[config.mk]
export PLATFORM = sky130hd
export DESIGN_NAME = lock_code_sender
export DESIGN_NICKNAME = d
export VERILOG_FILES = /design/src/rtl/lock_code_sender.sv
export SDC_FILE = /design/constraint.sdc
export NUM_CORES = 1
export LEC_CHECK = 0
export BUFFER_PORTS_ARGS = -buffer_cell sky130_fd_sc_hd__clkbuf_2
export CAP_MARGIN = 20
export CORE_ASPECT_RATIO = 1.1
export CORE_UTILIZATION = 38
export DETAILED_ROUTE_END_ITERATION = 10
export GPL_TIMING_DRIVEN = 0
export PLACE_DENSITY_LB_ADDON = 0.2
export SLEW_MARGIN = 40
export SYNTH_ARGS = -nofsm -noshare
export SYNTH_HDL_FRONTEND = slang
export SYNTH_SLANG_ARGS = --single-unit
[constraint.sdc]
create_clock -name clk -period 1.6 [get_ports clk]
set_input_delay 0.32 -clock clk [delete_from_list [all_inputs] [get_ports clk]]
set_output_delay 0.32 -clock clk [all_outputs]
set_load 0.01 [all_outputs]
[src/rtl/lock_code_sender.sv]
// Serial code transmitter for the combination-lock front end: clears the lock,
// shifts a captured code MSB first with one strobe per bit, then reports unlock status.
module lock_code_sender #(
  parameter int CODE_W  = 3,
  parameter int BIT_GAP = 4
) (
  input  logic              clk,
  input  logic              clr_n,
  input  logic              start,
  input  logic [CODE_W-1:0] code,
  input  logic              unlock_in,
  output logic              data_out,
  output logic              shift_clk,
  output logic              lock_clr_n,
  output logic              busy,
  output logic              done,
  output logic              result
);

  localparam int GAP_W = (BIT_GAP < 1) ? 1 : $clog2(BIT_GAP + 1);
  localparam int IDX_W = (CODE_W < 2) ? 1 : $clog2(CODE_W);

  typedef enum logic [2:0] {
    ST_IDLE,
    ST_CLR_SETUP,
    ST_CLR_STROBE,
    ST_BIT_SETUP,
    ST_BIT_STROBE,
    ST_BIT_GAP,
    ST_CHECK
  } state_t;

  state_t            state, state_nxt;
  logic [CODE_W-1:0] shadow, shadow_nxt;
  logic [IDX_W-1:0]  bit_idx, idx_nxt;
  logic [GAP_W-1:0]  gap_cnt, gap_nxt;
  logic              bit_end;
  logic              data_nxt, sclk_nxt, lclr_nxt, busy_nxt, done_nxt, result_nxt;

  always_comb begin
    state_nxt  = state;
    shadow_nxt = shadow;
    idx_nxt    = bit_idx;
    gap_nxt    = gap_cnt;
    result_nxt = result;
    bit_end    = 1'b0;

    case (state)
      ST_IDLE: begin
        if (start) begin
          shadow_nxt = code;
          result_nxt = 1'b0;
          state_nxt  = ST_CLR_SETUP;
        end
      end
      ST_CLR_SETUP:  state_nxt = ST_CLR_STROBE;
      ST_CLR_STROBE: begin
        idx_nxt   = IDX_W'(CODE_W - 1);
        state_nxt = ST_BIT_SETUP;
      end
      ST_BIT_SETUP:  state_nxt = ST_BIT_STROBE;
      ST_BIT_STROBE: begin
        if (BIT_GAP == 0) begin
          bit_end = 1'b1;
        end else begin
          gap_nxt   = GAP_W'(BIT_GAP);
          state_nxt = ST_BIT_GAP;
        end
      end
      ST_BIT_GAP: begin
        if (gap_cnt <= GAP_W'(1)) begin
          gap_nxt = '0;
          bit_end = 1'b1;
        end else begin
          gap_nxt = gap_cnt - GAP_W'(1);
        end
      end
      ST_CHECK: state_nxt = ST_IDLE;
      default:  state_nxt = ST_IDLE;
    endcase

    // Result is captured on entry to CHECK so it is visible together with done.
    if (bit_end) begin
      if (bit_idx == '0) begin
        result_nxt = unlock_in;
        state_nxt  = ST_CHECK;
      end else begin
        idx_nxt   = bit_idx - IDX_W'(1);
        state_nxt = ST_BIT_SETUP;
      end
    end

    // Outputs are decoded from the next state so every output is a plain register.
    data_nxt = data_out;
    sclk_nxt = 1'b0;
    lclr_nxt = 1'b1;
    busy_nxt = (state_nxt != ST_IDLE);
    done_nxt = (state_nxt == ST_CHECK);
    case (state_nxt)
      ST_CLR_SETUP: begin
        lclr_nxt = 1'b0;
        data_nxt = 1'b0;
      end
      ST_CLR_STROBE: begin
        lclr_nxt = 1'b0;
        sclk_nxt = 1'b1;
      end
      ST_BIT_SETUP:  data_nxt = shadow_nxt[idx_nxt];
      ST_BIT_STROBE: sclk_nxt = 1'b1;
      default: ;
    endcase
  end

  always_ff @(posedge clk) begin
    if (!clr_n) begin
      state      <= ST_IDLE;
      bit_idx    <= '0;
      gap_cnt    <= '0;
      data_out   <= 1'b0;
      shift_clk  <= 1'b0;
      lock_clr_n <= 1'b1;
      busy       <= 1'b0;
      done       <= 1'b0;
      result     <= 1'b0;
    end else begin
      state      <= state_nxt;
      bit_idx    <= idx_nxt;
      gap_cnt    <= gap_nxt;
      data_out   <= data_nxt;
      shift_clk  <= sclk_nxt;
      lock_clr_n <= lclr_nxt;
      busy       <= busy_nxt;
      done       <= done_nxt;
      result     <= result_nxt;
    end
  end

  always_ff @(posedge clk) begin
    shadow <= shadow_nxt;
  end

endmodule

After elaboration in Yosys (flattened, before gate mapping)

Cells that the tools add are included.

Output and inout port bits: 6
Word-level logic and storage cells: 53
Input port bits: 7
Flip-flop bits (word level): 17

Add/sub/neg operators: 2
Multiplexer cells: 22
Reductions and logical operators: 7
Order comparisons: 2
Eq/ne operators: 10

Operators with widths:

| cell                                                        | number |
|---|---|
| two-way mux 3 bit                                           | 6 |
| one-hot mux 3 bit (6 select lines)                          | 1 |
| == test 3 x 2 -> 1 bit (second input constant)              | 4 |
| == test 3 bit (second input constant)                       | 4 |
| two-way mux 1 bit                                           | 9 |
| == test 3 x 1 -> 1 bit (second input constant)              | 2 |
| two-way mux 2 bit                                           | 3 |
| one-hot mux 3 bit (2 select lines)                          | 1 |
| nonzero test 2 bit                                          | 2 |
| OR reduction 2 bit                                          | 2 |
| <= comparator 3 x 1 -> 1 bit (second input constant)        | 1 |
| logical NOT 3 bit                                           | 1 |
| less-than comparator 2 x 3 -> 1 bit (second input constant) | 1 |
| nonzero test 3 bit                                          | 1 |
| subtractor 3 x 1 -> 3 bit (second input constant)           | 1 |
| binary-select mux 1 bit (select 2 bit)                      | 1 |
| logical NOT 2 bit                                           | 1 |
| one-hot mux 1 bit (2 select lines)                          | 1 |
| subtractor 2 x 1 -> 2 bit (second input constant)           | 1 |

Longest topological paths before layout

Gate-level depths: netlist of the first run.

Word-level depth: 7
Mapped depth: 7
Depth with buffers taken out: 7

Worst setup path after synthesis of the first run

No wires, ideal clock.

Path kind: register -> register
From: register state[2]
To: register data_out
Data arrival time: 1,513 ps
Slack: -37 ps
Library setup time: 124 ps
Stages on the path, launching flop included: 6
Period minus slack after synthesis: 1,637 ps
Data required time: 1,476 ps
Buffers on the path: 0
Cell sequence: dfxtp_1 -> nor4b_4 -> mux2_4 -> a2111oi_0 -> or3_1 -> o31ai_2

Elaborated cells between the ends (all ways): 20
Classes of those cells: eq/ne (7); mux (11); reduce/logical (2)

RTL lines:

| item                                    | line | source |
|---|---|---|
| from (decl)                             | 33   | `state_t state, state_nxt;` |
| from (signal assigned)                  | 126  | `state <= state_nxt;` |
| logical NOT 3 bit                       | 48   | `case (state)` |
| two-way mux 3 bit                       | 48   |  |
| named net shadow_nxt[0]                 | 34   | `logic [CODE_W-1:0] shadow, shadow_nxt;` |
| binary-select mux 1 bit (select 2 bit)  | 108  | `ST_BIT_SETUP: data_nxt = shadow_nxt[idx_nxt];` |
| two-way mux 1 bit (not written as such) | 108  |  |
| one-hot mux 1 bit (2 select lines)      | 99   | `case (state_nxt)` |
| to (signal assigned)                    | 129  | `data_out <= data_nxt;` |
| to (decl)                               | 12   | `output logic data_out,` |

The timed path passes the listed nets, and every way through them passes these cells. The select of a mux whose other input is x is not followed.
A chain may end at the register's enable or synchronous reset.

Final worst setup path of the first run

From: register state[1]
To: register data_out

Cells in the longest elaborated chain, start to end: 7
Elaborated cells between the ends (all ways): 20
Classes of those cells: eq/ne (7); mux (11); reduce/logical (2)

Ends and longest elaborated chain:

| item                                    | line | source |
|---|---|---|
| == test 3 x 2 -> 1 bit                  | 48   |  |
| two-way mux 2 bit                       | 48   |  |
| two-way mux 2 bit                       | 84   | `if (bit_idx == '0) begin` |
| two-way mux 2 bit                       | 83   | `if (bit_end) begin` |
| binary-select mux 1 bit (select 2 bit)  | 108  |  |
| two-way mux 1 bit (not written as such) | 108  |  |
| one-hot mux 1 bit (2 select lines)      | 99   |  |

Parallel ways exist; a longest one is shown, timed or not. The select of a mux whose other input is x is not followed.

==> impl_metrics.yaml, run 1 <==
outcome:
  status: "finished, violations left"
  violations: "setup timing"
floorplan:
  die-area_sq_mm: 0.00245
  fp.dieH_um: 51.8
  start_util: 0.415
  rows: 17
  die_w_um: 47.3
  core-area_sq_mm: 0.00206
  boundaryPins: 13
synthesis:
  synthFlopType: "dfxtp_1"
  synth_edf_count: 0
  yosys-top-cells-count: "17 x dfxtp_1, 11 x nor2_1, 8 x nand2_1"
  syn_inst: 99
  synth_nets: 108
  yosys_warnings: 0
  async_reset_ff_frac: 0
  synth_seq_area_share: 0.397
  synth_cell_types: 37
  synth_area_per_cell_sq_um: 8.66
  synth_top_area_share: 0.397
  synth_top_cell_by_area: "dfxtp_1"
  syn-cell-area_sq_um: 857
  yosys-top-cells-area: "dfxtp_1 40%, nor2_1 4.8%, o21ai_0 3.5%"
  yosys.cell_count.top_type: "dfxtp_1"
  ys_ff_latch: 17
worst_setup_path:
  cpPeakStageDelay_ns: 0.39
  crit_path_end_kind: "register"
  r2r-end: "data_out"
  timing.rr.start: "state[1]"
  path_cells: "buf_6, and4bb_2, and2_4, a21oi_1, or3_1, o31ai_2"
  crit_path_start_kind: "register"
  arrival_ns: 1.92
  reg2reg_slack_ns: -0.09
  crit_path_top_delay_cell: "or3_1"
  cp.required_ns: 1.83
  worstRegToRegCells: 6
  path_class: "reg -> reg"
  path_max_fanout: 10
cells_and_area:
  n_fill_cell: 208
  antenna_cells: 0
  nets: 127
  drive_above_1_share: 0.333
  area_growth_syn_to_layout_pct: 23.4
route:
  wirelength_met1_um: 862
  drtIter0Drc: 11
  num_vias: 752
  wl_met2_um: 750
  via_per_inst: 5.19
  drt_wl_total_um: 1740
  wl_met3_um: 70
  drc_errors: 0
  post_drt_wl_per_cell_um: 12.0
  highest_layer: "met4"
  ant_nets: 0
  drt_pass1_iterations: 4
sta:
  slew_violations: 0
  worst_slack_ns: -0.0900
  rsz0062_at_grt: "yes"
  finalSetupViolations: 1
  fmax_mhz: 592
  tightest_slew_ns: 0.410
  hold-worst-slack_ns: 0.237
  fin_skew_ns: 0.00542
  hold_viol_final: 0
  finalCriticalPeriod_ns: 1.69
  finalCritPeriodShare: 1.06
  relSlewSlack: 0.727
power_and_ir_drop:
  p_leak_nw: 0.441
  clockPowerShare: 0.166
  power.switching_mw: 0.518
  swShare: 0.357
  max-vdd-ir-drop_uv: 607
  p_total_mw: 1.45
  pwr-share-seq: 0.414
  combPwrFrac: 0.420
  p_int_mw: 0.933
  power_density_mw_per_mm2: 1370
global_route:
  antenna_found_initial: 0
  grt_util_all_layers: 0.178
  grt_pass1_wl_um: 2990
  grt_pass1_vias: 708
  overflow: 0
  grt_max_degree: 11
hold_path:
  hp-class: "in -> reg"
  holdPathEnd: "result"
  hold_start: "unlock_in"
  worstHoldPathCells: 3
clocking:
  clockBufferDepth: 2
  cts_buffers: 3
  cts_tree: "done"
  clock_sinks: 17
  ctsHoldBuffers: 0
  cts_root_buf: "clkbuf_4"
  worstSkewPairLatency_ns: 0.30
  htree_levels: 1
  clkTransAtPathRegs_ns: 0.11
job:
  cap_violations: 0
place:
  place.gp.congestion: 0.754
  dp_hpwl_um: 1250
  portBuffers: 12
[worst max-delay path, delay by kind of cell (launching register included)]
family / cells / cell delay [ns]
flip-flops: 1 / 0.35
buffers and inverters: 1 / 0.13
AND/OR/NAND/NOR: 3 / 0.88
AO/OA/AOI/OAI: 2 / 0.25
[power groups by stage]
stage	Combinational, mW	Sequential (mW)	Clock (mW)
final	0.610	0.600	0.241
after global routing	0.681	0.613	0.271
after CTS	0.571	0.599	0.249
after detailed placement	0.520	0.603	0
after global placement	0.510	0.600	0
after floorplan	0.398	0.604	0
[per-layer routing]
metal | vias up | track usage
met4 | 0 | 0.114
met1 | 347 | 0.225
li1 | 380 | -
met5 | - | 0
met3 | 5 | 0.0417
met2 | 20 | 0.263
[stage by stage]
stage / cell area (sq um) / TNS, ns / util / setup WS, ns / cells
2_1_floorplan: 857 / -0.0366 / - / -0.0366 / 99
3_3_place_gp: 952 / -0.195 / 0.461 / -0.195 / 139
3_5_place_dp: 952 / -0.195 / 0.461 / -0.195 / 139
4_1_cts: 1010 / -0.0867 / 0.490 / -0.0867 / 144
5_1_grt: 1060 / -0.180 / 0.512 / -0.167 / 145
6_report: 1060 / -0.0900 / 0.512 / -0.0900 / 145
[cells in the final DEF, fill, tap and decap left out, types with 2 or more instances in the layout]
| cell type | n |
|---|---|
| clkbuf_2 | 13 |
| dfxtp_1 | 13 |
| nor2_1 | 11 |
| nand2_1 | 7 |
| o21ai_0 | 6 |
| inv_1 | 5 |
| a21oi_1 | 5 |
| nor2b_1 | 4 |
| and2_1 | 3 |
| nor3_1 | 3 |
| a21boi_1 | 3 |
| nand3_1 | 3 |
| clkbuf_4 | 3 |
| dfxtp_2 | 3 |
| nand3b_1 | 2 |
| or3_1 | 2 |
| ha_1 | 2 |
| buf_4 | 2 |
[repair_timing]
action,in CTS,in global routing
endpoints found under the setup margin,1,5
setup buffers,1,1
pin swaps,2,1
resized for setup,9,12
[sequential cells by signal, summed over array words and instances, names as in the netlist]
name and flops:
bit_idx 2, done 1, gap_cnt 3, result 1, data_out 1, state 3, shadow 3, busy 1
lock_clr_n 1, shift_clk 1
[how the worst max path moves through the flow]
stage | from | to | cells after the start
final | state[1] | data_out | 6
after global routing | state[1] | data_out | 6
after CTS | state[2] | data_out | 5
after detailed placement | start | data_out | 6
after global placement | start | data_out | 6
after floorplan | state[2] | data_out | 5
[kinds of logic (layout without fill, tap and decap cells)]
family / count (synthesis) / in the layout / share of synthesized area
xor gates and xnor gates: 1 / 1 / 0.0102
DFF: 17 / 17 / 0.397
AOI/OAI and AO/OA: 23 / 23 / 0.178
adders and majority gates: 2 / 2 / 0.0292
buffers and inverters: 9 / 27 / 0.0496
and+or+nand+nor: 44 / 44 / 0.293
muxes: 3 / 3 / 0.0423
[cell type report]
class                           count  area [sq um]  area share
Buffer                              4          25.0      0.0237
Tap cell                           28          35.0      0.0331
Clock buffer                        3          22.5      0.0213
Inverter                            5          18.8      0.0178
Clock inverter                      1          5.00     0.00473
Sequential cell                    17           348       0.329
Multi-Input combinational cell     73           528       0.499
Timing Repair Buffer               14          75.1      0.0710
Power figures use the tool's default switching activity.
==> run 2, diff against run 1 <==
HOLD_SLACK_MARGIN = 0.08   (was default)
clock period = 2.05 ns   (was 1.6 ns; I/O delays follow)
==> run 2 against run 1 <==
  * The flow now finishes without violations
  * Power fell by 28%
  * Maximum frequency down 5.8%
  * Setup slack better by 0.35 ns
  * Register-to-register slack improved by 0.35 ns
  * Final area down 7.5%
  * Non-clock buffer count decreased by 2
  * Global-route usage fell by 0.71 points
  * Critical endpoint unchanged
==> impl_metrics.yaml, run 2 (synthesis results as in run 1) <==
job:
  cap_violations: 0
floorplan:
  die_w_um: 47.3
  start_util: 0.415
  die-area_sq_mm: 0.00245
  rows: 17
  core-area_sq_mm: 0.00206
  boundaryPins: 13
  fp.dieH_um: 51.8
clocking:
  cts_root_buf: "clkbuf_4"
  clockBufferDepth: 2
  cts_buffers: 3
  worstSkewPairLatency_ns: 0.29
  ctsHoldBuffers: 0
  post_cts_buffers: 0
  cts_tree: "done"
  clock_sinks: 17
  clkTransAtPathRegs_ns: 0.10
  htree_levels: 1
  post_cts_resized: 0
outcome:
  status: "finished, final reports clean"
place:
  placed_area_sq_um: 952
  portBuffers: 12
  place.gp.congestion: 0.753
  dp_hpwl_um: 1220
sta:
  relSlewSlack: 0.711
  slew_violations: 0
  finalCritPeriodShare: 0.875
  rsz0062_at_grt: "no"
  setup_tns_ns: 0
  fin_skew_ns: 0.00128
  hold_viol_final: 0
  tightest_slew_ns: 0.434
  finalCriticalPeriod_ns: 1.79
  fmax_mhz: 558
  finalSetupViolations: 0
power_and_ir_drop:
  p_int_mw: 0.681
  clockPowerShare: 0.173
  max-vdd-ir-drop_uv: 409
  power.switching_mw: 0.368
  power_density_mw_per_mm2: 1070
  combPwrFrac: 0.387
  swShare: 0.351
  pwr-share-seq: 0.440
  p_leak_nw: 0.411
hold_path:
  hold_start: "unlock_in"
  holdPathEnd: "result"
  hp-class: "in -> reg"
  worstHoldPathCells: 3
route:
  drt_pass1_iterations: 4
  drt_wl_total_um: 1670
  drc_errors: 0
  post_drt_wl_per_cell_um: 11.7
  ant_nets: 0
  drtIter0Drc: 6
  via_per_inst: 5.17
  num_vias: 740
worst_setup_path:
  timing.rr.start: "gap_cnt[0]"
  crit_path_end_kind: "register"
  worstRegToRegCells: 6
  path_max_fanout: 6
  arrival_ns: 2.01
  r2r-end: "data_out"
  crit_path_start_kind: "register"
  path_class: "reg -> reg"
  cp.required_ns: 2.27
  reg2reg_slack_ns: 0.26
global_route:
  overflow: 0
  grt_max_degree: 11
  antenna_found_initial: 0
  grt_pass1_vias: 719
  grt_pass1_wl_um: 2960
  grt_util_all_layers: 0.171
cells_and_area:
  layout_commonest_cell: "dfxtp_1"
  drive_above_1_share: 0.191
  area_growth_syn_to_layout_pct: 14.2
  final_cell_mix: "17 x dfxtp_1, 12 x clkbuf_2, 11 x nor2_1"
  nets: 125
  final_area_sq_um: 978
  antenna_cells: 0
  reg.largest.list: "gap_cnt (3), shadow (3), state (3)"
## run 2: cell count changes in the layout (fill, tap and decap cells not counted), sizes merged
| cell | previous run | this run |
|---|---|---|
| clkinv | 1 | 0 |
| buf | 4 | 2 |
| clkbuf | 17 | 18 |
## run 2: worst max path at each step
stage / start / to / cells after the start
6_report: gap_cnt[0] / data_out / 6
5_1_grt: gap_cnt[0] / data_out / 6
4_1_cts: gap_cnt[0] / data_out / 6
3_5_place_dp: start / data_out / 6
3_3_place_gp: start / data_out / 6
2_1_floorplan: state[2] / data_out / 5
## run 2: final cells by class
class,instances,area [sq um]
Tap cell,28,35.0
Clock buffer,4,26.3
Fill cell,213,1080
Inverter,5,18.8
Multi-Input combinational cell,73,474
Timing Repair Buffer,12,60.1
Buffer,4,23.8
Sequential cell,17,340
## run 2: routing by layer
layer,global-route usage,up-vias,part of all wire
met1,0.212,343,0.48
met5,0,-,0
met2,0.265,18,0.46
li1,-,375,-
met3,0.0417,4,0.036
met4,0.0905,0,0.022
## run 2: worst max-delay path: stages, from the launching register on
cell,delay [ns]
dfxtp_1,0.42
ha_1,0.18
o21bai_1,0.20
and2_1,0.26
a21oi_1,0.10
or3_1,0.38
o31ai_2,0.17
## run 2: through the flow
stage,hold slack [ns],cells,utilization,setup slack (ns),total power [mW]
floorplan,0.445,99,-,0.413,0.782
global placement,0.459,139,0.461,0.165,0.867
finish,0.340,143,0.474,0.256,1.05
CTS,0.341,143,0.474,0.235,1.06
global route,0.343,143,0.474,0.0838,1.14
detailed placement,0.469,139,0.461,0.177,0.873
## run 2: power groups by stage
| stage | combinational (mW) | clock (mW) | sequential [mW] |
|---|---|---|---|
| floorplan | 0.311 | 0 | 0.471 |
| global placement | 0.398 | 0 | 0.469 |
| detailed placement | 0.403 | 0 | 0.470 |
| CTS | 0.407 | 0.187 | 0.463 |
| global route | 0.461 | 0.205 | 0.475 |
| finish | 0.406 | 0.181 | 0.462 |
